$ cat src/rtl/video_onchip_frame_reader_pkg.sv
// Shared types and default sizes for the on-chip frame reader and its output FIFO.
package video_onchip_frame_reader_pkg;

  localparam int unsigned ADDR_W_DEF     = 12;
  localparam int unsigned DATA_W_DEF     = 32;
  localparam int unsigned NUM_WORDS_DEF  = 3125;
  localparam int unsigned FIFO_DEPTH_DEF = 4;

  typedef enum logic [1:0] {
    ST_IDLE,
    ST_FETCH,
    ST_DRAIN
  } rd_state_e;

  typedef struct packed {
    logic                  sop;
    logic                  eop;
    logic [DATA_W_DEF-1:0] data;
  } fifo_entry_t;

endpackage

$ cat src/rtl/video_reader_fifo.sv
// Show-ahead FIFO: the head entry is visible on rdata_o whenever empty_o is low.
module video_reader_fifo
  import video_onchip_frame_reader_pkg::*;
#(
  parameter int unsigned WIDTH = DATA_W_DEF + 2,
  parameter int unsigned DEPTH = FIFO_DEPTH_DEF
) (
  input  logic                       clk,
  input  logic                       reset,
  input  logic                       push_i,
  input  logic [WIDTH-1:0]           wdata_i,
  input  logic                       pop_i,
  output logic [WIDTH-1:0]           rdata_o,
  output logic [$clog2(DEPTH):0]     count_o,
  output logic                       full_o,
  output logic                       empty_o
);

  localparam int unsigned PW = $clog2(DEPTH);
  localparam int unsigned CW = PW + 1;

  logic [WIDTH-1:0] mem_q [DEPTH];
  logic [PW-1:0]    wptr_q, rptr_q;
  logic [CW-1:0]    count_q;
  logic             do_push, do_pop;

  assign empty_o = (count_q == '0);
  assign full_o  = (count_q == CW'(DEPTH));
  assign count_o = count_q;
  assign rdata_o = mem_q[rptr_q];

  // A push into a full FIFO is accepted only when the same cycle frees a slot.
  assign do_pop  = pop_i & ~empty_o;
  assign do_push = push_i & (~full_o | do_pop);

  always_ff @(posedge clk or posedge reset) begin
    if (reset) begin
      for (int unsigned i = 0; i < DEPTH; i++) begin
        mem_q[i] <= '0;
      end
      wptr_q  <= '0;
      rptr_q  <= '0;
      count_q <= '0;
    end else begin
      if (do_push) begin
        mem_q[wptr_q] <= wdata_i;
        wptr_q        <= wptr_q + 1'b1;
      end
      if (do_pop) begin
        rptr_q <= rptr_q + 1'b1;
      end
      case ({do_push, do_pop})
        2'b10:   count_q <= count_q + 1'b1;
        2'b01:   count_q <= count_q - 1'b1;
        default: count_q <= count_q;
      endcase
    end
  end

endmodule

$ cat src/rtl/video_onchip_frame_reader.sv
// Sequentially reads the whole frame memory and streams it as one sop/eop packet per frame.
module video_onchip_frame_reader
  import video_onchip_frame_reader_pkg::*;
#(
  parameter int unsigned ADDR_W     = ADDR_W_DEF,
  parameter int unsigned DATA_W     = DATA_W_DEF,
  parameter int unsigned NUM_WORDS  = NUM_WORDS_DEF,
  parameter int unsigned FIFO_DEPTH = FIFO_DEPTH_DEF
) (
  input  logic              clk,
  input  logic              reset,
  input  logic              enable,
  output logic [ADDR_W-1:0] mem_address,
  output logic              mem_chipselect,
  output logic              mem_clken,
  input  logic [DATA_W-1:0] mem_readdata,
  output logic [DATA_W-1:0] st_data,
  output logic              st_valid,
  input  logic              st_ready,
  output logic              st_sop,
  output logic              st_eop,
  output logic              busy,
  output logic              frame_done
);

  localparam int unsigned CW = $clog2(FIFO_DEPTH) + 1;
  localparam logic [ADDR_W-1:0] LAST_ADDR = ADDR_W'(NUM_WORDS - 1);

  typedef struct packed {
    logic              sop;
    logic              eop;
    logic [DATA_W-1:0] data;
  } entry_t;

  rd_state_e         state_q, state_d;
  logic [ADDR_W-1:0] cnt_q, cnt_d;
  logic              inflight_q;
  logic              tag_sop_q, tag_eop_q;

  logic              issue, pop;
  logic [CW:0]       credit_need;
  logic [CW-1:0]     fifo_count;
  logic              fifo_full, fifo_empty;
  entry_t            fifo_wdata, fifo_rdata;

  assign pop = ~fifo_empty & st_ready;

  // Slots needed if we issue now: post-pop occupancy + read still in flight + this read.
  assign credit_need = {1'b0, fifo_count} - (CW+1)'(pop) + (CW+1)'(inflight_q) + (CW+1)'(1);
  assign issue       = (state_q == ST_FETCH) && (credit_need <= (CW+1)'(FIFO_DEPTH));

  always_comb begin
    state_d = state_q;
    cnt_d   = cnt_q;
    case (state_q)
      ST_IDLE: begin
        if (enable) state_d = ST_FETCH;
      end
      ST_FETCH: begin
        if (issue) begin
          if (cnt_q == LAST_ADDR) begin
            cnt_d = '0;
            if (!enable) state_d = ST_DRAIN;
          end else begin
            cnt_d = cnt_q + 1'b1;
          end
        end
      end
      ST_DRAIN: begin
        if (!inflight_q && fifo_empty) state_d = ST_IDLE;
      end
      default: state_d = ST_IDLE;
    endcase
  end

  always_ff @(posedge clk or posedge reset) begin
    if (reset) begin
      state_q    <= ST_IDLE;
      cnt_q      <= '0;
      inflight_q <= 1'b0;
      tag_sop_q  <= 1'b0;
      tag_eop_q  <= 1'b0;
    end else begin
      state_q    <= state_d;
      cnt_q      <= cnt_d;
      inflight_q <= issue;
      tag_sop_q  <= issue && (cnt_q == '0);
      tag_eop_q  <= issue && (cnt_q == LAST_ADDR);
    end
  end

  assign fifo_wdata = '{sop: tag_sop_q, eop: tag_eop_q, data: mem_readdata};

  video_reader_fifo #(
    .WIDTH (DATA_W + 2),
    .DEPTH (FIFO_DEPTH)
  ) u_fifo (
    .clk     (clk),
    .reset   (reset),
    .push_i  (inflight_q),
    .wdata_i (fifo_wdata),
    .pop_i   (pop),
    .rdata_o (fifo_rdata),
    .count_o (fifo_count),
    .full_o  (fifo_full),
    .empty_o (fifo_empty)
  );

  no_overflow_a : assert property (@(posedge clk) disable iff (reset)
    !(inflight_q && fifo_full && !pop));

  assign mem_address    = cnt_q;
  assign mem_chipselect = issue;
  assign mem_clken      = 1'b1;
  assign st_valid       = ~fifo_empty;
  assign st_data        = fifo_rdata.data;
  assign st_sop         = fifo_rdata.sop;
  assign st_eop         = fifo_rdata.eop;
  assign busy           = (state_q != ST_IDLE);
  assign frame_done     = pop & fifo_rdata.eop;

endmodule

$ cat config.mk
export PLATFORM = sky130hd
export DESIGN_NAME = video_onchip_frame_reader
export DESIGN_NICKNAME = d
export VERILOG_FILES = /design/src/rtl/video_onchip_frame_reader_pkg.sv /design/src/rtl/video_reader_fifo.sv /design/src/rtl/video_onchip_frame_reader.sv
export SDC_FILE = /design/constraint.sdc
export NUM_CORES = 1
export LEC_CHECK = 0
export CORE_MARGIN = 2
export CORE_UTILIZATION = 60
export CTS_BUF_LIST = sky130_fd_sc_hd__clkbuf_4
export CTS_CLUSTER_DIAMETER = 120
export DETAILED_ROUTE_END_ITERATION = 10
export HOLD_SLACK_MARGIN = 0.05
export PLACE_DENSITY_LB_ADDON = 0.1
export SYNTH_ARGS = -nofsm -noshare
export SYNTH_HDL_FRONTEND = slang
export SYNTH_SLANG_ARGS = --single-unit
export TNS_END_PERCENT = 5
$ cat constraint.sdc
create_clock -name clk -period 7.9 [get_ports clk]
set_clock_uncertainty 0.15 [all_clocks]
set_input_delay 0.79 -clock clk [delete_from_list [all_inputs] [get_ports clk]]
set_output_delay 0.79 -clock clk [all_outputs]
set_load 0.02 [all_outputs]
==> Word level (Yosys, flattened, before mapping) <==
Index checks and enable logic that the tools add are counted.
{ "totals": {"ff_bits": 160} }
{ "classes": {"reduce_logical": 13, "bitwise": 9, "eq_ne": 11, "mux": 14, "add_sub_neg": 8, "magnitude_cmp": 4} }
{ "op_table": {"columns": ["cell", "count"], "rows": [
  ["bitwise mux 136 bit", 1],
  ["two-way mux 34 bit", 3],
  ["binary-select mux 34 bit (select 2 bit)", 1],
  ["demux 34 bit (select 2 bit)", 1],
  ["adder 12 x 1 -> 12 bit (second input constant)", 1],
  ["equality test 12 bit (second input constant)", 1],
  ["logical NOT 12 bit", 1],
  ["two-way mux 12 bit", 1],
  ["two-way mux 2 bit", 5],
  ["!= test 2 bit (second input constant)", 4],
  [">= comparator 3 bit (second input constant)", 2],
  ["inverter 2 -> 3 bit", 2],
  ["one-hot mux 2 bit (3 select lines)", 1],
  ["one-hot mux 3 bit (2 select lines)", 1],
  ["logical AND 1 bit", 5],
  ["AND reduction 5 bit", 1],
  ["adder 2 x 1 -> 2 bit (second input constant)", 2],
  ["adder 4 x 1 -> 4 bit", 1],
  ["adder 4 x 1 -> 4 bit (second input constant)", 1],
  ["bitwise AND 1 bit", 4],
  ["equality test 2 x 1 -> 1 bit (second input constant)", 2],
  ["equality test 2 bit (second input constant)", 2],
  ["<= comparator 4 x 3 -> 1 bit (second input constant)", 1],
  ["nonzero test 2 bit", 2],
  ["12 further kinds", 13]
]} }

==> Longest topological paths before layout <==
Gate-level depths: netlist of run 1.
{ "logic_depth": {"ltp_word": 10, "depth_mapped": 11} }

==> By module <==
From an unflattened synthesis of run 1, not the netlist that was laid out.
{ "hier_totals": {"hier_cells": 462, "area_unflattened_um2": 7257.0} }
{ "modules_own_cells": {"columns": ["mod", "cells_each", "seq_area_each_um2", "n_inst", "area_each_um2"], "rows": [
  ["video_reader_fifo", 368, 3578.4, 1, 6322.3],
  ["video_onchip_frame_reader", 94, 425.4, 1, 934.6]
]} }

==> Least setup slack after synthesis of run 1 <==
OpenSTA, ideal clock, no wires.
{ "synth_path": {"path_type": "reg-to-output", "startpoint": "register u_fifo.count_q[0] (netlist: u_fifo.count_o[0])", "endpoint": "output port mem_chipselect", "arrival_ns": 2.388, "setup_slack_ns": 4.572, "path_stages_with_launch": 10, "required_time_ns": 6.960, "cell_sequence": "dfrtp_1 -> inv_1 -> nand3_1 -> nand2_1 -> fa_1 -> ha_1 -> ha_1 -> nor3b_2 -> o21ai_2 -> inv_1"} }
{ "synth_via": {"elab_chain_cells": 8} }
{ "synth_lines": {"columns": ["item", "line", "rtl"], "rows": [
  ["from (decl)", "video_reader_fifo.sv:24", "logic [CW-1:0] count_q;"],
  ["from (signal assigned)", "video_reader_fifo.sv:53", "2'b10: count_q <= count_q + 1'b1;"],
  ["from (signal assigned)", "video_reader_fifo.sv:54", "2'b01: count_q <= count_q - 1'b1;"],
  ["from (signal assigned)", "video_reader_fifo.sv:55", "default: count_q <= count_q;"],
  ["logical NOT 3 bit", "video_reader_fifo.sv:27", "assign empty_o = (count_q == '0);"],
  ["inverter 1 bit", null, null],
  ["net st_valid", "video_onchip_frame_reader.sv:18", "output logic st_valid,"],
  ["bitwise AND 1 bit", "video_onchip_frame_reader.sv:46", "assign pop = ~fifo_empty & st_ready;"],
  ["subtractor 3 x 1 -> 4 bit", "video_onchip_frame_reader.sv:49", "assign credit_need = {1'b0, fifo_count} - (CW+1)'(pop) + (CW+1)'(inflight_q) + (CW+1)'(1);"],
  ["adder 4 x 1 -> 4 bit (2 in series)", "video_onchip_frame_reader.sv:49", null],
  ["<= comparator 4 x 3 -> 1 bit", "video_onchip_frame_reader.sv:50", "assign issue = (state_q == ST_FETCH) && (credit_need <= (CW+1)'(FIFO_DEPTH));"],
  ["logical AND 1 bit", "video_onchip_frame_reader.sv:50", null],
  ["to (decl)", "video_onchip_frame_reader.sv:14", "output logic mem_chipselect,"]
]} }
The timed path passes the listed nets, and every way through them passes these cells.

==> Worst setup path after layout of run 1 <==
{ "layout_path": {"startpoint": "input port st_ready", "endpoint": "output port mem_chipselect"} }
{ "layout_via": {"elab_chain_cells": 6} }
{ "layout_lines": {"columns": ["item", "line", "rtl"], "rows": [
  ["from (decl)", "video_onchip_frame_reader.sv:19", "input logic st_ready,"],
  ["bitwise AND 1 bit", "video_onchip_frame_reader.sv:46", null],
  ["subtractor 3 x 1 -> 4 bit", "video_onchip_frame_reader.sv:49", null],
  ["adder 4 x 1 -> 4 bit (2 in series)", "video_onchip_frame_reader.sv:49", null],
  ["<= comparator 4 x 3 -> 1 bit", "video_onchip_frame_reader.sv:50", null],
  ["logical AND 1 bit", "video_onchip_frame_reader.sv:50", null]
]} }
Every way passes these cells.

==> results.py, run 1 <==
metrics = {
    "route": {
        "wirelength_um": 14000,
        "wl_met2_um": 6630,
        "vias": 4088,
        "route.detailed.drc": 0,
        "routed_via_density": 5.62,
        "firstDrtPassIters": 4,
        "highest_layer": "met4",
        "wire_per_inst_um": 19.2,
        "ant_nets": 0,
        "wl_met1_um": 6640,
        "drt_iter0_drc": 218,
        "routed-wl-met3_um": 551,
    },
    "critical_path": {
        "critPathTopFamily": "buffers and inverters",
        "crit_cells": 9,
        "critical_path_class": "primary input to primary output",
        "rr_endpoint": "mem_address[11]$_DFFE_PP0P_",
        "r2r-start": "u_fifo.count_o[0]$_DFFE_PP0P_",
        "crit_start": "st_ready",
        "cp_max_fo": 10,
        "critical_path_required_ns": 6.96,
        "max_stage_delay_ns": 0.57,
        "path_buf_inv": 3,
        "crit_end": "mem_chipselect",
        "cp_slowest_cell": "clkdlybuf4s50_1",
        "cp_cell_sequence": "clkdlybuf4s50_1 -> nand2_1 -> fa_1 -> ha_1 -> ha_1 -> nor3b_2 -> o21ai_2 -> inv_1 -> clkdlybuf4s50_1",
        "rrSetupSlack_ns": 4.86,
        "end_kind": "primary output",
        "worstPathArrival_ns": 3.59,
        "reg2regPathDepth": 10,
        "start_kind": "primary input",
    },
    "final_layout": {
        "num_antenna_cells": 0,
        "drive_gt1_share_pct": 37.3,
        "mostFrequentLayoutCell": "dfrtp_1",
        "syn2layout_area_growth_pct": 13.0,
        "final_cell_mix": "dfrtp_1 (158), mux2_4 (120), clkdlybuf4s50_1 (85)",
        "final_util_pct": 69.9,
        "fin_nets": 589,
    },
    "pwr": {
        "intPower_mw": 2.70,
        "p_leak_nw": 4.15,
        "pwr-share-seq_pct": 36.0,
        "ir_drop_mv": 0.251,
        "pwr-share-comb_pct": 53.9,
        "pwr-share-clk_pct": 10.1,
        "switchingPower_mw": 1.44,
        "p_per_area_mw_per_mm2": 468,
        "swShare_pct": 34.9,
    },
    "logic_synthesis": {
        "yosysWarnings": 0,
        "synth_cells": 458,
        "synth_area_mm2": 0.00784,
        "synth.net_count": 505,
        "syn_avg_cell_area_um2": 17.1,
        "synth_cell_types": 44,
        "synth_seq_cells": 160,
        "ys_seq_area_share_pct": 51.1,
        "async_reset_ff_share_pct": 100,
        "synth_edf_count": 0,
        "synthFlopType": "dfrtp_1",
    },
    "placed_design": {
        "place_congestion": 0.831,
        "port_buffers": 85,
        "place_hpwl_um": 8460,
    },
    "floorplanning": {
        "die-area_mm2": 0.0140,
        "die_y_um": 118,
        "start_util_pct": 61.9,
        "die-width_um": 118,
        "core_area_mm2": 0.0127,
        "std_cell_rows": 41,
        "io_pins": 87,
    },
    "global_route": {
        "grt_max_degree": 85,
        "antenna_found_initial": 0,
        "grt.overflow.total": 0,
        "first_global_vias": 4442,
        "grt_pass1_wl_um": 23800,
        "grt_usage_pct": 21.8,
    },
    "cts": {
        "cts_sinks": 160,
        "postCtsSetupBuffers": 0,
        "root_buffer": "clkbuf_4",
        "clkTransAtPathRegs_ns": 0.12,
        "cts_hold_buf": 0,
        "cts_tree": "yes",
        "cts_max_level": 4,
        "clock_path_buffers": 2,
        "clock_latency_ns": 0.53,
        "ctsResizeCount": 0,
        "numCtsBuffers": 17,
    },
    "sta": {
        "fin_crit_sh_pct": 57.3,
        "tightestPinTransition_ns": 1.00,
        "fmax_mhz": 221,
        "rsz0062_at_grt": "no",
        "final_hold_viol_count": 0,
        "slew_viol_final": 0,
        "period_minus_slack_ns": 4.53,
        "setup_tns_ns": 0,
        "slew_headroom_pct": 33.2,
        "setup_viol": 0,
    },
    "worst_hold_path": {
        "hold_path.class": "flip-flop to flip-flop",
    },
    "run_status": {
        "status": "finished clean",
    },
    "run": {
        "drv_cap": 0,
    },
}
[stage by stage]
stage / instances / cell area (µm²) / hold WS (ns) / setup slack, ns / total power [mW]
after floorplan: 458 / 7840 / 0.292 / 2.64 / 3.17
after global placement: 695 / 8630 / 0.326 / 3.44 / 3.69
after detailed placement: 695 / 8630 / 0.331 / 3.38 / 3.75
after CTS: 727 / 8860 / 0.348 / 3.35 / 4.18
after global routing: 727 / 8860 / 0.375 / 3.11 / 4.38
final: 727 / 8860 / 0.349 / 3.37 / 4.14
[logic make-up (layout without fill, tap and decap cells)]
kind of cell | count (synthesis) | count (layout) | share of synthesized area, %
multiplexers | 172 | 172 | 35.3
AND/OR/NAND/NOR | 50 | 50 | 4.45
flip-flops | 160 | 160 | 51.1
XOR/XNOR | 13 | 13 | 1.45
buffers and inverters | 35 | 132 | 4.42
AO/OA/AOI/OAI | 16 | 16 | 1.32
adder cells (fa/ha/maj) | 11 | 11 | 1.95
other | 1 | 1 | 0.0478
[routing by layer]
| metal | global-route usage (%) | vias to the layer above |
|---|---|---|
| met1 | 31.6 | 2137 |
| met4 | 6.17 | 0 |
| met3 | 5.41 | 14 |
| li1 | - | 1850 |
| met5 | 0 | - |
| met2 | 33.0 | 87 |
[power by group through the flow]
stage / logic, mW / registers [mW] / clock network [mW]
detailed placement: 2.25 / 1.50 / 0
floorplan: 1.78 / 1.39 / 0
global placement: 2.21 / 1.48 / 0
global route: 2.37 / 1.54 / 0.470
finish: 2.23 / 1.49 / 0.418
CTS: 2.26 / 1.49 / 0.433
[cell usage after synthesis, drive strengths merged (3+ instances only)]
library cell  number  share of area (%)
mux2             136                 25
xor2               6               0.67
nor2               7               0.37
o21ai              9               0.62
inv               13               0.62
nand2             11                1.4
a21oi              3               0.19
dfrtp            160                 51
ha                 9                1.4
mux4              34                9.8
buf               21                3.7
xnor2              7               0.78
nand4              6               0.48
and4               3               0.34
nand3              6               0.38
[how the worst min path moves through the flow]
stage / start / to / cells after the start
floorplan: state_q[1]$_DFFE_PP0P_ / state_q[0]$_DFFE_PP0P_ / 1
global placement: state_q[1]$_DFFE_PP0P_ / state_q[0]$_DFFE_PP0P_ / 1
detailed placement: state_q[1]$_DFFE_PP0P_ / state_q[0]$_DFFE_PP0P_ / 1
CTS: state_q[1]$_DFFE_PP0P_ / state_q[0]$_DFFE_PP0P_ / 1
global route: state_q[1]$_DFFE_PP0P_ / state_q[0]$_DFFE_PP0P_ / 1
finish: state_q[1]$_DFFE_PP0P_ / state_q[0]$_DFFE_PP0P_ / 1
[sequential cells by signal (all words and copies together) (netlist names)]
signal and flops:
u_fifo.rptr_q 2, tag_eop_q 1, u_fifo.wptr_q 2, inflight_q 1, u_fifo.count_o 3, mem_address 12, u_fifo.mem_q 136, state_q 2
tag_sop_q 1
[layout make-up]
type	instances	area, µm²
Sequential cell	160	4010
Fill cell	875	3810
Multi-Input combinational cell	263	3490
Timing Repair Buffer	87	866
Tap cell	172	215
Clock buffer	20	150
Clock inverter	12	75.1
Inverter	13	53.8
No activity file was read; power rests on OpenSTA's default activity.
==> inputs of run 2 (changes only) <==
- CORE_UTILIZATION: 60 -> 59
- clock period: 7.9 -> 4.4 ns (I/O delays scaled with it)
==> results.py, run 2 (same netlist as run 1, synthesis figures left out) <==
metrics = {
    "final_layout": {
        "layoutNonFillerInstCount": 733,
        "drive_gt1_share_pct": 37.6,
        "syn2layout_area_growth_pct": 13.6,
        "final_cell_mix": "dfrtp_1 (158), mux2_4 (120), clkdlybuf4s50_1 (85)",
        "largest-register": "u_fifo.mem_q",
        "fin_nets": 590,
        "largest_reg_flops": 136,
        "mostFrequentLayoutCell": "dfrtp_1",
    },
    "floorplanning": {
        "start_util_pct": 59.9,
        "std_cell_rows": 42,
        "core_area_mm2": 0.0131,
        "die-area_mm2": 0.0142,
        "die_y_um": 119,
        "die-width_um": 119,
        "io_pins": 87,
    },
    "global_route": {
        "antenna_found_initial": 1,
        "grt_max_degree": 161,
        "grt.overflow.total": 0,
        "first_global_vias": 4622,
        "grt_pass1_wl_um": 24600,
        "grt_usage_pct": 22.5,
    },
    "cts": {
        "cts_max_level": 4,
        "cts_tree": "yes",
        "clkTransAtPathRegs_ns": 0.12,
        "clock_latency_ns": 0.55,
        "cts_hold_buf": 0,
        "ctsResizeCount": 0,
        "numCtsBuffers": 17,
        "clock_path_buffers": 2,
        "cts_sinks": 160,
        "postCtsSetupBuffers": 0,
        "root_buffer": "clkbuf_4",
    },
    "pwr": {
        "switchingPower_mw": 2.63,
        "pwr-share-seq_pct": 36.0,
        "swShare_pct": 35.0,
        "pwr-share-clk_pct": 10.1,
        "intPower_mw": 4.88,
        "p_per_area_mw_per_mm2": 843,
        "p_total_mw": 7.51,
        "pwr-share-comb_pct": 53.9,
        "ir_drop_mv": 0.465,
        "p_leak_nw": 4.17,
    },
    "sta": {
        "fin_ws_ns": 0.286,
        "fmax_mhz": 243,
        "period_minus_slack_ns": 4.11,
        "setup_tns_ns": 0,
        "setup_viol": 0,
        "holdWs_ns": 0.294,
        "fin_crit_sh_pct": 93.5,
        "final_hold_viol_count": 0,
        "slew_headroom_pct": 33.1,
        "slew_viol_final": 0,
        "rsz0062_at_grt": "no",
        "tightestPinTransition_ns": 1.00,
    },
    "critical_path": {
        "start_kind": "flip-flop",
        "cp_slowest_cell": "clkdlybuf4s50_1",
        "critical_path_class": "flip-flop to primary output",
        "cp_cell_sequence": "inv_1 -> nand3_1 -> nand2_1 -> fa_1 -> ha_1 -> ha_1 -> nor2_1 -> o21ai_4 -> inv_1 -> clkdlybuf4s50_1",
        "cp_max_fo": 10,
        "max_stage_delay_ns": 0.62,
        "end_kind": "primary output",
        "worstPathArrival_ns": 3.52,
        "critical_path_required_ns": 3.81,
        "rrSetupSlack_ns": 1.27,
    },
    "run_status": {
        "status": "finished clean",
    },
    "route": {
        "route.detailed.drc": 0,
        "vias": 4145,
        "ant_nets": 0,
        "routed_via_density": 5.65,
        "wirelength_um": 14500,
        "drt_iter0_drc": 241,
        "wire_per_inst_um": 19.8,
        "firstDrtPassIters": 4,
    },
    "placed_design": {
        "dpl_worst_slack_ns": 0.552,
        "port_buffers": 85,
        "place_congestion": 0.833,
        "dp.cells": 700,
        "place_hpwl_um": 8700,
    },
    "run": {
        "drv_cap": 0,
    },
    "worst_hold_path": {
        "hold_path.class": "primary input to flip-flop",
    },
}
## run 2: layout make-up
class / instances / area (µm²)
Tap cell: 176 / 220
Fill cell: 892 / 4170
Sequential cell: 160 / 4010
Clock buffer: 20 / 150
Clock inverter: 12 / 76.3
Inverter: 13 / 52.6
Antenna cell: 1 / 2.50
Timing Repair Buffer: 88 / 898
Multi-Input combinational cell: 263 / 3500
## run 2: final timing paths
kind | from | to | depth (start not counted)
min | enable | state_q[0]$_DFFE_PP0P_ | 3
min in group asynchronous | reset | u_fifo.mem_q[126]$_DFFE_PP0P_ | 3
max | u_fifo.count_o[0]$_DFFE_PP0P_ | mem_chipselect | 10
min reg2reg | state_q[1]$_DFFE_PP0P_ | state_q[0]$_DFFE_PP0P_ | 1
max in group asynchronous | reset | u_fifo.rptr_q[0]$_DFFE_PP0P_ | 3
max reg2reg | u_fifo.count_o[0]$_DFFE_PP0P_ | mem_address[11]$_DFFE_PP0P_ | 10
## run 2: worst max-delay path: cells and delay by family (launching register included)
kind | cells | cell delay, ns
adders and majority gates | 3 | 0.89
buffers and inverters | 3 | 0.87
and+or+nand+nor | 3 | 0.61
DFF | 1 | 0.45
AOI/OAI and AO/OA | 1 | 0.16
## run 2: layer usage
layer	vias to the layer above	track usage, %	wire length, µm
met5	-	0	0
met4	0	7.22	168
met3	20	5.65	563
met2	79	34.6	7010
met1	2186	31.8	6740
li1	1860	-	-
## run 2: power groups by stage
stage	clock network [mW]	logic (mW)	registers (mW)
after floorplan	0	3.20	2.50
after global placement	0	3.98	2.68
after detailed placement	0	4.05	2.72
after CTS	0.789	4.07	2.70
after global routing	0.861	4.31	2.80
final	0.760	4.05	2.70
## run 2: stage by stage
stage          util, %  cell area [µm²]
2_1_floorplan        -             7850
3_3_place_gp      66.2             8670
3_5_place_dp      66.2             8670
4_1_cts           68.0             8890
5_1_grt           68.1             8910
6_report          68.1             8910
